[config.mk]
export PLATFORM = sky130hd
export DESIGN_NAME = shift_p_decoder16
export DESIGN_NICKNAME = d
export VERILOG_FILES = /design/src/rtl/shift_p_decoder16.sv
export SDC_FILE = /design/constraint.sdc
export NUM_CORES = 1
export LEC_CHECK = 0
export CORE_UTILIZATION = 30
export CTS_CLUSTER_DIAMETER = 60
export DETAILED_ROUTE_END_ITERATION = 10
export PLACE_DENSITY = 0.54
export RECOVER_POWER = 100
export SETUP_SLACK_MARGIN = 0.02
export SLEW_MARGIN = 40
export SYNTH_ARGS = -nofsm -noshare
export SYNTH_HDL_FRONTEND = slang
export SYNTH_SLANG_ARGS = --single-unit
[constraint.sdc]
create_clock -name clk -period 2.83 [get_ports clk]
set_clock_uncertainty 0.2 [all_clocks]
set_input_delay 0.4245 -clock clk [delete_from_list [all_inputs] [get_ports clk]]
set_output_delay 0.4245 -clock clk [all_outputs]
set_load 0.005 [all_outputs]
[src/rtl/shift_p_decoder16.sv]
// Grant side of the 16-entry rotating-priority select path: pending mask, rotation base and 2-deep grant FIFO.
// Optional macro SHIFT_P_DEC_STALL_CNT_EN adds a saturating stall_cnt output.
module shift_p_decoder16 (
  input  logic        clk,
  input  logic        rst_n,
  input  logic [0:15] req_set,
  output logic [0:15] pending,
  output logic [3:0]  shift_base,
  input  logic [3:0]  sel_idx,
  input  logic        sel_valid,
  output logic        sel_ready,
  output logic [0:15] grant_onehot,
  output logic [3:0]  grant_idx,
  output logic        grant_valid,
  input  logic        grant_ready,
`ifdef SHIFT_P_DEC_STALL_CNT_EN
  output logic [7:0]  stall_cnt,
`endif
  output logic        err_stale
);

  logic [1:0]  count;
  logic [0:15] head_oh, tail_oh;
  logic [3:0]  head_idx, tail_idx;
  logic [0:15] sel_oh;
  logic [0:15] clr;
  logic        accept, pop;

  always_comb begin
    sel_oh = '0;
    sel_oh[sel_idx] = 1'b1;
  end

  assign sel_ready   = (count != 2'd2);
  assign grant_valid = (count != 2'd0);
  assign accept      = sel_valid & sel_ready;
  assign pop         = grant_valid & grant_ready;
  assign clr         = accept ? sel_oh : '0;

  // Head is gated so an empty FIFO always presents zeros.
  assign grant_onehot = grant_valid ? head_oh  : '0;
  assign grant_idx    = grant_valid ? head_idx : 4'd0;

  always_ff @(posedge clk) begin
    if (!rst_n) begin
      pending    <= '0;
      shift_base <= 4'd0;
      err_stale  <= 1'b0;
      count      <= 2'd0;
      head_oh    <= '0;
      head_idx   <= 4'd0;
      tail_oh    <= '0;
      tail_idx   <= 4'd0;
    end else begin
      // Set wins over clear when both hit the same bit.
      pending <= (pending & ~clr) | req_set;
      if (accept) begin
        shift_base <= sel_idx + 4'd1;
        if (!pending[sel_idx])
          err_stale <= 1'b1;
      end
      case ({accept, pop})
        2'b10: begin
          if (count == 2'd0) begin
            head_oh  <= sel_oh;
            head_idx <= sel_idx;
          end else begin
            tail_oh  <= sel_oh;
            tail_idx <= sel_idx;
          end
          count <= count + 2'd1;
        end
        2'b01: begin
          head_oh  <= tail_oh;
          head_idx <= tail_idx;
          count    <= count - 2'd1;
        end
        2'b11: begin
          if (count == 2'd1) begin
            head_oh  <= sel_oh;
            head_idx <= sel_idx;
          end else begin
            head_oh  <= tail_oh;
            head_idx <= tail_idx;
            tail_oh  <= sel_oh;
            tail_idx <= sel_idx;
          end
        end
        default: ;
      endcase
    end
  end

`ifdef SHIFT_P_DEC_STALL_CNT_EN
  always_ff @(posedge clk) begin
    if (!rst_n)
      stall_cnt <= 8'd0;
    else if (grant_valid && !grant_ready && stall_cnt != 8'hFF)
      stall_cnt <= stall_cnt + 8'd1;
  end
`endif

endmodule
==> impl_results.md, run 1 <==
- Die area: 10,320 um2
- Required @ worst endpoint: 2210 ps
- Hold Path Class: flop to flop
- CP arrival: 2010 ps
- Die extent in x: 101.6 um
- Flops & latches, synth: 63
- CTS Buffer Depth: 2
- Port buffer count: 66
- Critical path type: flop to primary output
- Post-Syn Area: 2977 um2
- Vias: 2,672
- Clock slew at reported path FFs: 70 ps
- Synth Instances: 355
- RSZ-0062 raised after global routing: false
- Nets: 460
- Slew Viols, Final: 0
- Num ports: 67
- R2R cell count: 10
- First-pass GRT wire length: 12.49 mm
- GR Layer Usage met2: 0.2417
- GRT Residual Overflow: 0
- Critical path depth in cells: 5
- DR WL/cell: 13.52 um
- Unique cell type count in the Yosys netlist: 32
- Status: finished clean
- CTS sink cnt: 63
- Worst Path Max Fanout: 24
- GRT Total Usage: 0.1583
- Final antenna-violating net count: 0
- Final Hold Viols: 0
- Peak supply drop: 0.2905 mV
- Via density: 4.789
- WL final: 7.544 mm
- Ratio of cells with drive above 1 in the final layout: 0.09324
- GPL Wtd Cong: 0.7302
- RR Startpoint: count[0]
- DRC violations left: 0
- CTS tree: done
- Critical Path, Cell by Cell: inv_1 > ha_1 > buf_2 > nor2b_1 > dlygate4sd3_1
- Antenna violations before repair: 0
- Die height: 101.6 um
- TNS Setup: 0 ps
- Max-Cap Viols: 0
- Hold_ws: 252.5 ps
- Skew-Pair Late Insertion Delay: 330 ps
- CP delay by family, top: buffers and inverters
- Min Clock Period, post-route: 2632 ps
- Core area: 9415 um2
- Setup-failing EPs final: 0
- Resized cells post-CTS: 0
- Hold-fix buffers, CTS: 0
- Inserted Clock Buffers: 9
- Synthesized area per cell: 8.385 um2
- Slew @ Worst Pin: 700.3 ps
- Vias in the first global route: 2,621
- Hpwl dp: 5.303 mm
- # fillers: 1,011
- Met1 Use GR: 0.2095
- First-pass DRT Iterations: 4
- FP Rows: 35
- Global routing's busiest layer: met2
- Initial Utilization: 0.3161
- Max Clock Freq: 379.9 MHz
- Relative slew slack: 0.5331
- H-tree levels: 3
- Largest stage delay, worst path: 580 ps
- Critical Path Start: count[0]
- Total chip power: 3.338 mW
- CP Buf/Inv Count: 3
- Area delta synth->final: 35.22%
- Leakage: 1.563 nW
- Hold Path Stages: 2
- PwrDens: 829.3 nW/um2
- CP startpoint kind: flop
- Hold_sp: shift_base[0]
- Seq/Total Area, Yosys: 0.4237
- Root cell of the clock tree: clkbuf_8
- First DRT Iteration DRCs: 117
- Slowest cell on crit path: dlygate4sd3_1
- Net Count, Synth: 391
- Critical Path Sink Type: primary output
- Post-CTS Setup Inserts: 0
- Fin crit share: 0.9301
- Ys Warns: 0
- Met3 GRT Util: 0.04555
- Largest net degree at the start of global routing: 38
- # diodes: 0
## sequential cells by signal, summed over array words and instances, names as in the netlist
| signal | count |
|---|---|
| tail_idx | 4 |
| pending | 16 |
| head_oh | 16 |
| shift_base | 4 |
| head_idx | 4 |
| count | 2 |
| err_stale | 1 |
| tail_oh | 16 |
## cell usage in the layout (no fill, tap or decap), types with 2 or more instances in the layout
cell,netlist,final
clkbuf_8,0,11
a21o_1,3,3
clkbuf_1,15,8
ha_1,12,12
dfxtp_1,63,63
a32oi_1,12,12
nor2b_1,26,26
o21ai_2,2,2
inv_2,3,2
nor2_1,46,46
mux2i_1,4,4
inv_1,8,9
buf_4,3,12
a221oi_1,8,8
nor3_1,9,9
mux2_2,4,4
clkdlybuf4s50_1,0,31
nand4_1,2,2
dlygate4sd3_1,0,35
nand2_1,32,32
clkbuf_2,0,2
xor2_1,2,2
a21oi_1,36,36
bufinv_16,0,2
a211oi_1,15,15
nand3_1,26,26
and3_1,4,4
## final cells by class
cell class              count  area, um2  share of cell area
clock inverters             3      65.06             0.01616
inverters                  11      41.29             0.01026
flip-flops and latches     63       1261              0.3133
clock buffers              13      158.9             0.03948
well taps                 129      161.4             0.04010
multi-input cells         251       1529              0.3799
repair buffers             88      808.3              0.2008
## synthesized netlist by cell type
library cell / number / share of area
dfxtp_1: 63 / 0.42
nor2_1: 46 / 0.058
a21oi_1: 36 / 0.061
nand2_1: 32 / 0.040
nand3_1: 26 / 0.044
nor2b_1: 26 / 0.055
a211oi_1: 15 / 0.038
clkbuf_1: 15 / 0.019
a32oi_1: 12 / 0.035
ha_1: 12 / 0.050
buf_2: 11 / 0.018
nor3_1: 9 / 0.015
a221oi_1: 8 / 0.024
inv_1: 8 / 0.010
and3_1: 4 / 0.0084
mux2_2: 4 / 0.015
mux2i_1: 4 / 0.013
a21o_1: 3 / 0.0076
buf_4: 3 / 0.0076
inv_2: 3 / 0.0038
nand4_1: 2 / 0.0042
o21ai_2: 2 / 0.0059
xor2_1: 2 / 0.0059
a22oi_1: 1 / 0.0025
a32o_1: 1 / 0.0034
buf_6: 1 / 0.0038
mux4_1: 1 / 0.0088
mux4_2: 1 / 0.0076
o21a_1: 1 / 0.0025
o21ai_0: 1 / 0.0017
o31ai_2: 1 / 0.0042
xnor2_1: 1 / 0.0029
## metrics by stage
step,setup slack [ps],cell area [um2],std cells,utilization
after floorplan,199.0,2977,355,-
after global placement,117.4,3831,542,0.4069
after detailed placement,66.74,3831,542,0.4069
after CTS,247.1,4055,558,0.4307
after global routing,34.10,4025,558,0.4275
final,197.7,4025,558,0.4275
## final timing paths
check	slack (ps)	to
setup / recovery	200	grant_onehot[0]
hold / removal	250	shift_base[0]
setup reg to reg	280	head_oh[1]
hold reg to reg	250	shift_base[0]
## per-layer routing
layer | wire length (um) | up-vias
met5 | 0 | -
met4 | 87 | 0
met3 | 471 | 6
met2 | 3342 | 73
met1 | 3642 | 1212
li1 | - | 1381
## cells by family (layout without fill, tap and decap cells)
family | after synthesis | in the layout | synth area share
fa+ha+maj | 12 | 12 | 0.05044
flops | 63 | 63 | 0.4237
simple gates | 145 | 145 | 0.2245
buf+inv | 41 | 115 | 0.06263
mux | 10 | 10 | 0.04498
compound gates | 81 | 81 | 0.1850
xor+xnor | 3 | 3 | 0.008829
## where the power goes
part	switching (mW)	total [mW]	leakage (nW)	internal, mW
Clock	0.330	0.874	0.114	0.544
Sequential	0.0991	1.19	0.519	1.09
Combinational	0.701	1.28	0.931	0.576
Total	1.13	3.34	1.56	2.21
## tightest hold or removal path, stage by stage, from the launching register on
cell and delay, ps:
dfxtp_1 310, nand2_1 50, a21oi_1 50
No activity file was read; power rests on OpenSTA's default activity.
==> inputs of run 2 (changes only) <==
--- a/config.mk
+++ b/config.mk
@@ -5,6 +5,7 @@
 export SDC_FILE = /design/constraint.sdc
 export NUM_CORES = 1
 export LEC_CHECK = 0
+export CORE_ASPECT_RATIO = 2
 export CORE_UTILIZATION = 30
 export CTS_CLUSTER_DIAMETER = 60
 export DETAILED_ROUTE_END_ITERATION = 10
==> impl_results.md, run 2 (synthesized netlist as in run 1, its figures left out) <==
- Status: finished clean
- Required @ worst endpoint: 2210 ps (about the same)
- Pre-CTS setup slack: 60.89 ps (-5.856 ps)
- Metal-1 WL: 3.036 mm (-17%)
- Total chip power: 3.550 mW (+6.3%)
- GPL Wtd Cong: 0.7765 (+6.3%)
- Slowest cell on crit path: dlygate4sd3_1
- Critical Path Start: count[0]
- DRC violations left: 0 (unchanged)
- Setup-failing EPs final: 0 (unchanged)
- Ratio of cells with drive above 1 in the final layout: 0.09882 (+0.005583)
- Critical Path, Cell by Cell: inv_1 > ha_1 > buf_4 > nor2b_1 > dlygate4sd3_1
- Root cell of the clock tree: clkbuf_16
- WL final: 7.603 mm (+0.78%)
- Hpwl dp: 5.557 mm (+4.8%)
- Area delta synth->final: 37.62%
- Vias in the first global route: 2,633 (+0.46%)
- Max-Cap Viols: 0 (unchanged)
- Most frequent cells in the layout: 63 x dfxtp_1, 46 x nor2_1, 42 x dlygate4sd3_1
- First DRT Iteration DRCs: 135 (+15%)
- First-pass DRT Iterations: 4 (unchanged)
- Final antenna-violating net count: 0 (unchanged)
- Post-CTS Setup Inserts: 0 (unchanged)
- Num ports: 67 (unchanged)
- Hold Path Class: flop to flop
- H-tree levels: 3 (unchanged)
- Port buffer count: 66 (unchanged)
- Via density: 4.824 (+0.74%)
- Vias: 2,687 (+0.56%)
- Max Clock Freq: 385.0 MHz (+1.3%)
- Critical Path Sink Type: primary output
- Core area: 9699 um2 (+3.0%)
- RR Startpoint: count[0]
- Highest metal used: met4
- Placed inst area: 3805 um2 (-0.69%)
- Resized cells post-CTS: 0 (unchanged)
- Largest stage delay, worst path: 580 ps (about the same)
- RSZ-0062 raised after global routing: false
- Nets: 456 (-0.87%)
- Final Hold Viols: 0 (unchanged)
- Largest net degree at the start of global routing: 34 (-11%)
- # fillers: 1,056 (+4.5%)
- Reg2reg end: err_stale
- Min Clock Period, post-route: 2598 ps (-34.77 ps)
- Clock slew at reported path FFs: 50 ps (-20 ps)
- Initial Utilization: 0.3069 (-0.009258)
- Critical path type: flop to primary output
- DR WL met3: 277 um (-41%)
- R2R cell count: 8 (-2)
- Slew @ Worst Pin: 1004 ps (+303.4 ps)
- Skew-Pair Late Insertion Delay: 330 ps (about the same)
- Hold Path Stages: 2 (unchanged)
- Routed wl met2: 4.120 mm (+23%)
- Post-layout worst setup margin: 232.5 ps (+34.77 ps)
- Die height: 142.9 um (+41%)
- Die area: 10,350 um2 (+0.23%)
- Peak supply drop: 0.3853 mV (+33%)
- CP arrival: 1970 ps (-40 ps)
- Fin cells: 557 (-0.18%)
- CTS tree: done
- GRT Total Usage: 0.1580 (-0.0003314)
- Worst Hold Path EP: shift_base[0]
- FP Rows: 51 (+46%)
- CP startpoint kind: flop
- Worst Path Max Fanout: 24 (unchanged)
- Hold-fix buffers, CTS: 0 (unchanged)
- Most common cell after layout, fill and taps aside: dfxtp_1
- First-pass GRT wire length: 12.58 mm (+0.71%)
- Util after Layout: 0.4223 (-0.005165)
- CTS Buffer Depth: 2 (unchanged)
- Antenna violations before repair: 0 (unchanged)
- PwrDens: 866.6 nW/um2 (+4.5%)
- GRT Residual Overflow: 0 (unchanged)
- Die extent in x: 72.44 um (-29%)
- Relative slew slack: 0.3309 (-0.2022)
- Leakage: 1.618 nW (+3.5%)
- Inserted Clock Buffers: 9 (unchanged)
- Biggest regs: head_oh x16, pending x16, tail_oh x16
- DR WL/cell: 13.65 um (+0.96%)
- TNS Setup: 0 ps (unchanged)
- Slew Viols, Final: 0 (unchanged)
- CTS sink cnt: 63 (unchanged)
- R2r setup slk: 250 ps (-30 ps)
- Fin crit share: 0.9179 (-0.01229)
- # diodes: 0 (unchanged)
- Hold_ws: 249.9 ps (-2.604 ps)
- Finished Cell Area: 4096 um2 (+1.8%)
- Hold_sp: shift_base[0]
- Placed Instances: 541 (-0.18%)
## run 2: cell count changes in the layout (fill, tap and decap cells not counted)
cell,change
clkbuf_2,-2
clkdlybuf4s50_1,-7
buf_2,-1
bufinv_16,-1
dlygate4sd3_1,+7
clkbuf_16,+9
buf_4,+3
clkinv_2,+1
clkbuf_8,-11
clkinv_4,+3
clkinvlp_4,+1
clkbuf_1,-6
## run 2: routing by layer
metal / track usage / vias to the layer above
met5: 0 / -
met4: 0.07740 / 0
met3: 0.04234 / 11
met2: 0.2789 / 72
met1: 0.1694 / 1237
li1: - / 1367
## run 2: worst max-delay path by stage
stage	endpoint	slack, ps	depth (start not counted)
5_1_grt	pending[7]	20	9
3_5_place_dp	head_oh[2]	60	7
6_report	grant_onehot[3]	230	5
4_1_cts	head_oh[2]	240	8
3_3_place_gp	head_oh[2]	100	7
2_1_floorplan	tail_oh[12]	200	12
## run 2: power breakdown
group | total, mW | switching [mW] | internal (mW)
Clock | 1.09 | 0.409 | 0.681
Combinational | 1.27 | 0.699 | 0.575
Sequential | 1.19 | 0.0970 | 1.09
## run 2: area by class of cell
cell class / instances / area (um2) / share of cell area
clock buffers: 9 / 225.2 / 0.05498
well taps: 132 / 165.2 / 0.04032
multi-input cells: 251 / 1529 / 0.3732
inverters: 11 / 41.29 / 0.01008
clock inverters: 7 / 73.82 / 0.01802
repair buffers: 84 / 800.8 / 0.1955
flip-flops and latches: 63 / 1261 / 0.3079
## run 2: worst max-delay path: cells and delay by family (launching register included)
family / cells / cell delay, ps
buffers and inverters: 3 / 890
DFF: 1 / 390
adders and majority gates: 1 / 230
and+or+nand+nor: 1 / 120
==> inputs of run 3 (changes only) <==
--- a/config.mk
+++ b/config.mk
@@ -12,7 +12,7 @@
 export PLACE_DENSITY = 0.54
 export RECOVER_POWER = 100
 export SETUP_SLACK_MARGIN = 0.02
-export SLEW_MARGIN = 40
+export SLEW_MARGIN = 20
 export SYNTH_ARGS = -nofsm -noshare
 export SYNTH_HDL_FRONTEND = slang
 export SYNTH_SLANG_ARGS = --single-unit
==> results of run 3 <==
No change in the layout: final DEF, timing and power equal those of run 2.
